--- config.mk ---
export PLATFORM = sky130hd
export DESIGN_NAME = uart_rx_controller
export DESIGN_NICKNAME = d
export VERILOG_FILES = /design/src/rtl/uart_pkg.sv /design/src/rtl/rx_sync_fifo.sv /design/src/rtl/uart_rx_controller.sv
export SDC_FILE = /design/constraint.sdc
export NUM_CORES = 1
export LEC_CHECK = 0
export ABC_CLOCK_PERIOD_IN_PS = 6800
export BUFFER_PORTS_ARGS = -buffer_cell sky130_fd_sc_hd__buf_2
export CORE_ASPECT_RATIO = 0.6
export CORE_UTILIZATION = 61
export CTS_CLUSTER_DIAMETER = 60
export CTS_CLUSTER_SIZE = 8
export DETAILED_ROUTE_END_ITERATION = 10
export PLACE_DENSITY_LB_ADDON = 0.1
export SYNTH_ARGS = -nofsm -noshare
export SYNTH_HDL_FRONTEND = slang
export SYNTH_SLANG_ARGS = --single-unit
--- constraint.sdc ---
create_clock -name clk_i -period 6.8 [get_ports clk_i]
set_clock_uncertainty 0.2 [all_clocks]
set_input_delay 0.34 -clock clk_i [delete_from_list [all_inputs] [get_ports clk_i]]
set_output_delay 0.34 -clock clk_i [all_outputs]
set_load 0.03 [all_outputs]
--- src/rtl/uart_pkg.sv ---
// Shared definitions for the UART receive controller: receiver codes, error bit
// positions, controller state encoding and a saturating counter helper.
package uart_pkg;

    localparam logic [1:0] BAUD_9600   = 2'd0;
    localparam logic [1:0] BAUD_19200  = 2'd1;
    localparam logic [1:0] BAUD_57600  = 2'd2;
    localparam logic [1:0] BAUD_115200 = 2'd3;

    localparam logic [1:0] PARITY_NONE = 2'd0;
    localparam logic [1:0] PARITY_EVEN = 2'd1;
    localparam logic [1:0] PARITY_ODD  = 2'd2;

    localparam int ERR_PAR   = 0;
    localparam int ERR_START = 1;
    localparam int ERR_STOP  = 2;

    localparam int FIFO_WIDTH = 11;

    typedef enum logic [1:0] {
        ST_IDLE   = 2'd0,
        ST_RESYNC = 2'd1,
        ST_RUN    = 2'd2
    } rx_state_e;

    function automatic logic [7:0] sat_inc8(input logic [7:0] v);
        return (v == 8'hFF) ? v : v + 8'd1;
    endfunction

endpackage

--- src/rtl/rx_sync_fifo.sv ---
// Small first-word-fall-through FIFO; head is read straight from the storage
// registers. Pointers carry one extra wrap bit to tell full from empty.
module rx_sync_fifo #(
    parameter int DEPTH = 4,
    parameter int WIDTH = 11
) (
    input  logic             clk_i,
    input  logic             rst_i,
    input  logic             push_i,
    input  logic [WIDTH-1:0] din_i,
    input  logic             pop_i,
    output logic [WIDTH-1:0] dout_o,
    output logic             full_o,
    output logic             empty_o
);

    localparam int AW = $clog2(DEPTH);

    logic [AW:0]      wr_q, rd_q;
    logic [WIDTH-1:0] mem_q [DEPTH];
    logic             do_push, do_pop;

    assign empty_o = (wr_q == rd_q);
    assign full_o  = (wr_q[AW] != rd_q[AW]) && (wr_q[AW-1:0] == rd_q[AW-1:0]);
    assign do_pop  = pop_i & ~empty_o;
    // A push into a full FIFO is still taken when the head leaves in the same cycle.
    assign do_push = push_i & (~full_o | do_pop);
    assign dout_o  = mem_q[rd_q[AW-1:0]];

    always_ff @(posedge clk_i or posedge rst_i) begin
        if (rst_i) begin
            wr_q <= '0;
            rd_q <= '0;
            for (int i = 0; i < DEPTH; i++) begin
                mem_q[i] <= '0;
            end
        end else begin
            if (do_push) begin
                mem_q[wr_q[AW-1:0]] <= din_i;
                wr_q                <= wr_q + (AW+1)'(1);
            end
            if (do_pop) begin
                rd_q <= rd_q + (AW+1)'(1);
            end
        end
    end

endmodule

--- src/rtl/uart_rx_controller.sv ---
// Sequences the UART receiver (reset, baud/parity), captures completed frames into
// a FIFO presented as a valid/ready stream, and keeps overrun/error statistics.
module uart_rx_controller
    import uart_pkg::*;
#(
    parameter int DEPTH    = 4,
    parameter int RST_CYC  = 4,
    parameter int DROP_ERR = 0
) (
    input  logic       clk_i,
    input  logic       rst_i,
    input  logic       rx_enable_i,
    input  logic       cfg_write_i,
    input  logic [1:0] cfg_baud_i,
    input  logic [1:0] cfg_parity_i,
    input  logic       clear_status_i,
    input  logic       rx_done_i,
    input  logic [7:0] rx_data_i,
    input  logic [2:0] rx_error_i,
    output logic       rx_resetn_o,
    output logic [1:0] baud_rate_o,
    output logic [1:0] parity_type_o,
    output logic       out_valid_o,
    input  logic       out_ready_i,
    output logic [7:0] out_data_o,
    output logic [2:0] out_error_o,
    output logic       overrun_o,
    output logic [7:0] overrun_cnt_o,
    output logic [7:0] err_cnt_o,
    output logic       busy_o
);

    localparam int CW = (RST_CYC > 1) ? $clog2(RST_CYC) : 1;

    rx_state_e       state_q, state_d;
    logic [CW-1:0]   cnt_q, cnt_d;
    logic            rxdone_q;
    logic [1:0]      baud_q, parity_q;
    logic            overrun_q;
    logic [7:0]      ovr_cnt_q, err_cnt_q;

    logic [FIFO_WIDTH-1:0] fifo_dout;
    logic            fifo_full, fifo_empty;
    logic            frame_ev, frame_err, drop_frame, push_req, pop, lost;

    assign frame_ev   = rx_done_i & ~rxdone_q & (state_q == ST_RUN);
    assign frame_err  = |rx_error_i;
    assign drop_frame = (DROP_ERR != 0) && frame_err;
    assign push_req   = frame_ev & ~drop_frame;
    assign pop        = ~fifo_empty & out_ready_i;
    assign lost       = push_req & fifo_full & ~pop;

    always_comb begin
        state_d     = state_q;
        cnt_d       = cnt_q;
        rx_resetn_o = 1'b0;
        busy_o      = 1'b0;
        case (state_q)
            ST_IDLE: begin
                state_d = ST_RESYNC;
                cnt_d   = CW'(RST_CYC - 1);
            end
            ST_RESYNC: begin
                busy_o = 1'b1;
                if (cfg_write_i) begin
                    cnt_d = CW'(RST_CYC - 1);
                end else if (cnt_q == '0) begin
                    state_d = ST_RUN;
                end else begin
                    cnt_d = cnt_q - CW'(1);
                end
            end
            ST_RUN: begin
                rx_resetn_o = 1'b1;
                if (cfg_write_i) begin
                    state_d = ST_RESYNC;
                    cnt_d   = CW'(RST_CYC - 1);
                end
            end
            default: state_d = ST_IDLE;
        endcase
        // Disabling the receiver overrides every other transition, including a reconfiguration.
        if (!rx_enable_i) begin
            state_d = ST_IDLE;
        end
    end

    always_ff @(posedge clk_i or posedge rst_i) begin
        if (rst_i) begin
            state_q  <= ST_IDLE;
            cnt_q    <= '0;
            rxdone_q <= 1'b0;
            baud_q   <= '0;
            parity_q <= '0;
        end else begin
            state_q  <= state_d;
            cnt_q    <= cnt_d;
            rxdone_q <= rx_done_i;
            if (cfg_write_i) begin
                baud_q   <= cfg_baud_i;
                parity_q <= cfg_parity_i;
            end
        end
    end

    always_ff @(posedge clk_i or posedge rst_i) begin
        if (rst_i) begin
            overrun_q <= 1'b0;
            ovr_cnt_q <= '0;
            err_cnt_q <= '0;
        end else if (clear_status_i) begin
            overrun_q <= 1'b0;
            ovr_cnt_q <= '0;
            err_cnt_q <= '0;
        end else begin
            if (lost) begin
                overrun_q <= 1'b1;
                ovr_cnt_q <= sat_inc8(ovr_cnt_q);
            end
            if (frame_ev && frame_err) begin
                err_cnt_q <= sat_inc8(err_cnt_q);
            end
        end
    end

    rx_sync_fifo #(
        .DEPTH (DEPTH),
        .WIDTH (FIFO_WIDTH)
    ) u_fifo (
        .clk_i   (clk_i),
        .rst_i   (rst_i),
        .push_i  (push_req),
        .din_i   ({rx_error_i, rx_data_i}),
        .pop_i   (pop),
        .dout_o  (fifo_dout),
        .full_o  (fifo_full),
        .empty_o (fifo_empty)
    );

    assign baud_rate_o   = baud_q;
    assign parity_type_o = parity_q;
    assign out_valid_o   = ~fifo_empty;
    assign out_data_o    = fifo_dout[7:0];
    assign out_error_o   = fifo_dout[10:8];
    assign overrun_o     = overrun_q;
    assign overrun_cnt_o = ovr_cnt_q;
    assign err_cnt_o     = err_cnt_q;

endmodule

Word level (Yosys, flattened, before mapping)
Cells that the tools add are included.
{"block": "word_totals", "ff_bits": 76, "in_bits": 22, "word_cells": 88}
{"block": "op_classes", "n_addsub": 5, "magnitude_cmp": 3, "n_eq_ne": 14, "n_mux": 25, "n_bitwise": 14, "reduce_logical": 13}
{"cell": "8-bit two-way mux", "count": 6}
{"cell": "44-bit bitwise mux", "count": 1}
{"cell": "11-bit two-way mux", "count": 3}
{"cell": "11-bit binary-select mux with 2-bit select", "count": 1}
{"cell": "11-bit demux with 2-bit select", "count": 1}
{"cell": "8-bit by 1-bit adder with 8-bit output (second input constant)", "count": 2}
{"cell": "8-bit == test (second input constant)", "count": 2}
{"cell": "2-bit two-way mux", "count": 7}
{"cell": "3-bit != test (second input constant)", "count": 4}
{"cell": "2-bit case mux with 3 select lines", "count": 2}
{"cell": "1-bit AND", "count": 7}
{"cell": "3-bit by 1-bit adder with 3-bit output (second input constant)", "count": 2}
{"cell": "3-bit greater-or-equal comparator (second input constant)", "count": 2}
{"cell": "2-bit != test (second input constant)", "count": 3}
{"cell": "2-bit NOT with 3-bit output", "count": 2}
{"cell": "3-bit AND reduction", "count": 2}
{"cell": "2-bit logical NOT", "count": 2}
{"cell": "1-bit two-way mux", "count": 4}
{"cell": "1-bit NOT", "count": 4}
{"cell": "2-bit AND reduction", "count": 2}
{"cell": "2-bit nonzero test", "count": 2}
{"cell": "3-bit == test", "count": 1}
{"cell": "1-bit logical AND", "count": 3}
{"cell": "3-bit by 1-bit < comparator with 1-bit output (second input constant)", "count": 1}
{"cell": "8 further kinds", "count": 8}

Depth between registers and ports, before layout
{"block": "logic_depth", "depth_word": 7, "ltp_mapped": 7, "mapped_depth_nobuf": 7}

By module
A second synthesis with hierarchy kept.
{"block": "unflattened", "cells_unflattened": 272, "area_unflattened_um2": 3837.4}
{"mod": "rx_sync_fifo", "instances": 1, "cells_per_inst": 143, "area_per_inst_um2": 2527.4, "seq_area_each_um2": 1251.2}
{"mod": "uart_rx_controller", "instances": 1, "cells_per_inst": 129, "area_per_inst_um2": 1310.0, "seq_area_each_um2": 650.6}

Worst setup path after synthesis
Ideal clock, no wire load.
{"block": "synth_timing", "kind": "register to register", "startpoint": "register u_fifo.rd_q[1]", "endpoint": "register u_fifo.mem_q[11] (netlist bit)", "setup_time_ns": 0.125, "arrival_time_ns": 1.697, "required_time_ns": 6.475, "setup_slack_ns": 4.778, "path_stages_with_launch": 8, "n_path_buf": 2, "synth_period_minus_slack_ns": 2.022, "cell_sequence": "dfrtp_1 > xnor2_1 > nand4b_2 > and2_4 > buf_12 > nand2_4 > buf_8 > mux2_4"}
{"block": "synth_via", "elab_chain_cells": 6, "word_cells_on_any_way": 9, "classes_between": "eq/ne (2); bitwise (6); reduce/logical (1)"}
{"element": "start: declaration", "line": "rx_sync_fifo.sv:19", "source": "logic [AW:0] wr_q, rd_q;"}
{"element": "start signal: assignment", "line": "rx_sync_fifo.sv:43", "source": "rd_q <= rd_q + (AW+1)'(1);"}
{"element": "3-bit == test", "line": "rx_sync_fifo.sv:23", "source": "assign empty_o = (wr_q == rd_q);"}
{"element": "1-bit NOT", "line": "rx_sync_fifo.sv:25, uart_rx_controller.sv:50"}
{"element": "1-bit AND", "line": "uart_rx_controller.sv:50", "source": "assign pop = ~fifo_empty & out_ready_i;"}
{"element": "1-bit AND", "line": "rx_sync_fifo.sv:25", "source": "assign do_pop = pop_i & ~empty_o;"}
{"element": "1-bit bitwise OR *", "line": "rx_sync_fifo.sv:27", "source": "assign do_push = push_i & (~full_o | do_pop);"}
{"element": "1-bit AND *", "line": "rx_sync_fifo.sv:27"}
{"element": "end signal: indexed assignment", "line": "rx_sync_fifo.sv:39", "source": "mem_q[wr_q[AW-1:0]] <= din_i;"}
{"element": "end: declaration", "line": "rx_sync_fifo.sv:20", "source": "logic [WIDTH-1:0] mem_q [DEPTH];"}
Every way passes the cells marked *; elsewhere a longest branch is shown, timed or not.
A chain may end at the register's enable or synchronous reset.

Final worst setup path
{"block": "layout_timing", "startpoint": "register u_fifo.rd_q[0]", "endpoint": "register u_fifo.mem_q[8] (netlist bit)"}
The elaborated chain is that of the path after synthesis.

==> impl_metrics.toml <==
[run_status]
status = "finished clean"

[power_and_ir_drop]
p_sw_frac = 0.270
seq_power_share = 0.534
power_mw = 0.964
p_int_mw = 0.704
leakage_nw = 2.22
combPwrFrac = 0.122
vdd_drop_max_uv = 160
p_sw_mw = 0.260
powerDensity_nw_per_um2 = 229
pwr-share-clk = 0.344

[sta]
worstMarginPinSlew_ns = 0.914
setup_viol = 0
slew_headroom = 0.391
finalCritPeriodShare = 0.379
rsz0062_at_grt = "no"
drv_slew = 0
fin_ws_ns = 4.22
final-hold-violation-count = 0
max_freq_mhz = 388
final.min_clock_period_ns = 2.58
finalSetupTns_ns = 0

[clocking]
ctsLongestPathBuffers = 2
cts_root_buf = "clkbuf_8"
htreeDepth = 3
cts_buffers = 9
cts_num_sinks = 76
worstSkewPairLatency_ns = 0.34
cts_tree = "built"
clk_pin_slew_ns = 0.08

[drt]
drtIter0Drc = 110
met3_length_um = 378
drc = 0
wl_per_cell_um = 17.2
ant_nets = 0
top_layer = "met4"
wl_met1_um = 3590
drtPass1Iterations = 4
drt-vias-per-instance = 5.57
routed_wirelength_um = 7020
vias = 2273
wl_met2_um = 2990

[global_routing]
grtUsageTotal = 0.250
grt_max_degree = 77
grt_overflow = 0
grt_pass1_wl_um = 11800
grt_pass1_vias = 2283
antenna_found_initial = 0

[setup_path]
critPathLaunchType = "flip-flop"
cp-end-kind = "flip-flop"
worst-path-max-fanout = 14
worstPathRequired_ns = 6.83
reg2reg_slack_ns = 4.22
arrival_ns = 2.61
crit_type = "flip-flop to flip-flop"

[job]
cap_violations = 0

[yosys]
yosysWarnings = 0
synth_top_area_share = 0.509
synth_nets = 296
synth_area_um2 = 3740
yosysSeqAreaShare = 0.509
synth_area_leaders = "dfrtp_1 (51%), mux2_4 (16%), mux4_2 (5.4%)"
synth_cell_types = 42
ys_ff_latch = 76
synth_top_area_cell = "dfrtp_1"
synthCells = 266
syn_avg_cell_area_um2 = 14.1

[finish]
post-route-util = 0.736
num_antenna_cells = 0
area_growth_pct = 12.8
final_nets = 354
drive_above_1_share = 0.421

[floorplanning]
num_io_pins = 57
die_h_um = 62.6
core_um2 = 5730
dieWidth_um = 103
start_util = 0.653
num_rows = 21
die-area_um2 = 6460

[placed_design]
dp_slack_ns = 4.19
port_buffers = 56
dp_hpwl_um = 4840
routabilityCongestion = 0.802

[hold_path]
hold_path.class = "input pin to flip-flop"
layout by cell type, fill, tap and decap left out, drive strengths merged, types with 2 or more instances in the layout:
cell type,Yosys,final
a21oi,7,7
a31oi,2,2
and2,3,3
and3,3,3
buf,7,57
clkbuf,4,10
clkinv,0,3
dfrtp,76,76
ha,8,8
inv,8,8
mux2,49,49
mux2i,3,3
mux4,11,11
nand2,12,12
nand3,7,7
nand3b,2,2
nand4,2,2
nor2,20,20
nor2b,2,2
nor3,7,7
nor3b,2,2
o21a,2,2
o21ai,4,4
xnor2,11,11
xor2,3,3
layout make-up:
cell class | instances | area (µm²)
flip-flops and latches | 76 | 1900
inverters | 8 | 30.0
fillers | 403 | 1510
repair buffers | 58 | 298
well taps | 80 | 100
multi-input cells | 171 | 1700
clock inverters | 5 | 52.6
clock buffers | 10 | 138
power groups by stage:
stage                     clock (mW)  combinational [mW]  sequential (mW)
after CTS                      0.339               0.119            0.516
final                          0.332               0.117            0.515
after floorplan                    0               0.108            0.495
after global placement             0               0.115            0.523
after global routing           0.361               0.128            0.521
after detailed placement           0               0.118            0.525
state kept, by name (all words and copies together) (netlist names):
name	cells
u_fifo.mem_q	44
parity_type_o	2
u_fifo.rd_q	3
overrun_o	1
state_q	2
err_cnt_o	8
baud_rate_o	2
cnt_q	2
overrun_cnt_o	8
rxdone_q	1
u_fifo.wr_q	3
timing repair:
item / in CTS / in global routing
setup buffers: 0 / 0
gates resized for setup: 0 / 0
hold endpoints to repair: 1 / 0
hold buffers: 1 / 0
worst max-delay path, cell delays in order (launching register included):
cell and delay [ns]:
dfrtp_1 0.88, xnor2_1 0.24, nand4b_2 0.26, and2_4 0.29, nand2_4 0.23, mux2_2 0.37
per-layer routing:
metal  vias to the layer above  track usage
met2                        72        0.351
li1                       1063            -
met5                         -            0
met4                         0       0.0757
met1                      1132        0.374
met3                         6       0.0783
cell families (layout without fill, tap and decap cells):
| family | after synthesis | in the layout | share of synthesized area |
|---|---|---|---|
| fa+ha+maj | 8 | 8 | 0.0268 |
| xor+xnor | 14 | 14 | 0.0328 |
| flops | 76 | 76 | 0.509 |
| simple gates | 67 | 67 | 0.101 |
| mux | 63 | 63 | 0.263 |
| compound gates | 19 | 19 | 0.0308 |
| buf+inv | 19 | 81 | 0.0371 |
cells in the mapped netlist:
master,number
and2_1,2
dfrtp_1,76
a21oi_1,7
and2_4,1
clkbuf_1,4
a2111oi_0,1
mux4_2,9
xnor2_1,11
ha_1,8
a311oi_1,1
a31oi_1,2
buf_8,3
o21a_1,2
nand2_1,8
buf_2,1
mux2_2,10
nand4b_2,1
nand4_1,2
nor3_1,7
nand2_4,4
buf_1,1
xor2_1,3
mux2_4,39
nor2b_1,2
nor4_1,1
o21ai_0,4
inv_1,8
nand3b_1,2
and3_1,3
nor4bb_1,1
buf_12,2
mux2i_1,3
a211oi_1,1
or2_2,1
nor3b_1,2
nand2b_1,1
nand4bb_1,1
o211ai_1,1
nand3_1,7
nor2_1,20
mux4_1,2
or3_1,1
per-stage QoR:
step / instance area (µm²) / hold WS, ns / cells
final: 4220 / 0.0311 / 408
after global routing: 4220 / 0.00937 / 408
after floorplan: 3740 / 0.171 / 266
after detailed placement: 4020 / 0.258 / 392
after global placement: 4020 / 0.260 / 392
after CTS: 4220 / 0.0184 / 408
worst paths after layout:
path                            startpoint               end  cells past startpoint
hold reg to reg                   cnt_q[0]          cnt_q[0]                      1
min in group asynchronous            rst_i  u_fifo.mem_q[22]                      3
hold / removal             cfg_parity_i[0]  parity_type_o[0]                      2
setup / recovery            u_fifo.rd_q[0]   u_fifo.mem_q[8]                      5
setup reg to reg            u_fifo.rd_q[0]   u_fifo.mem_q[8]                      5
max in group asynchronous            rst_i  u_fifo.mem_q[41]                      3
Note: power is estimated with default switching activity, not from simulation.
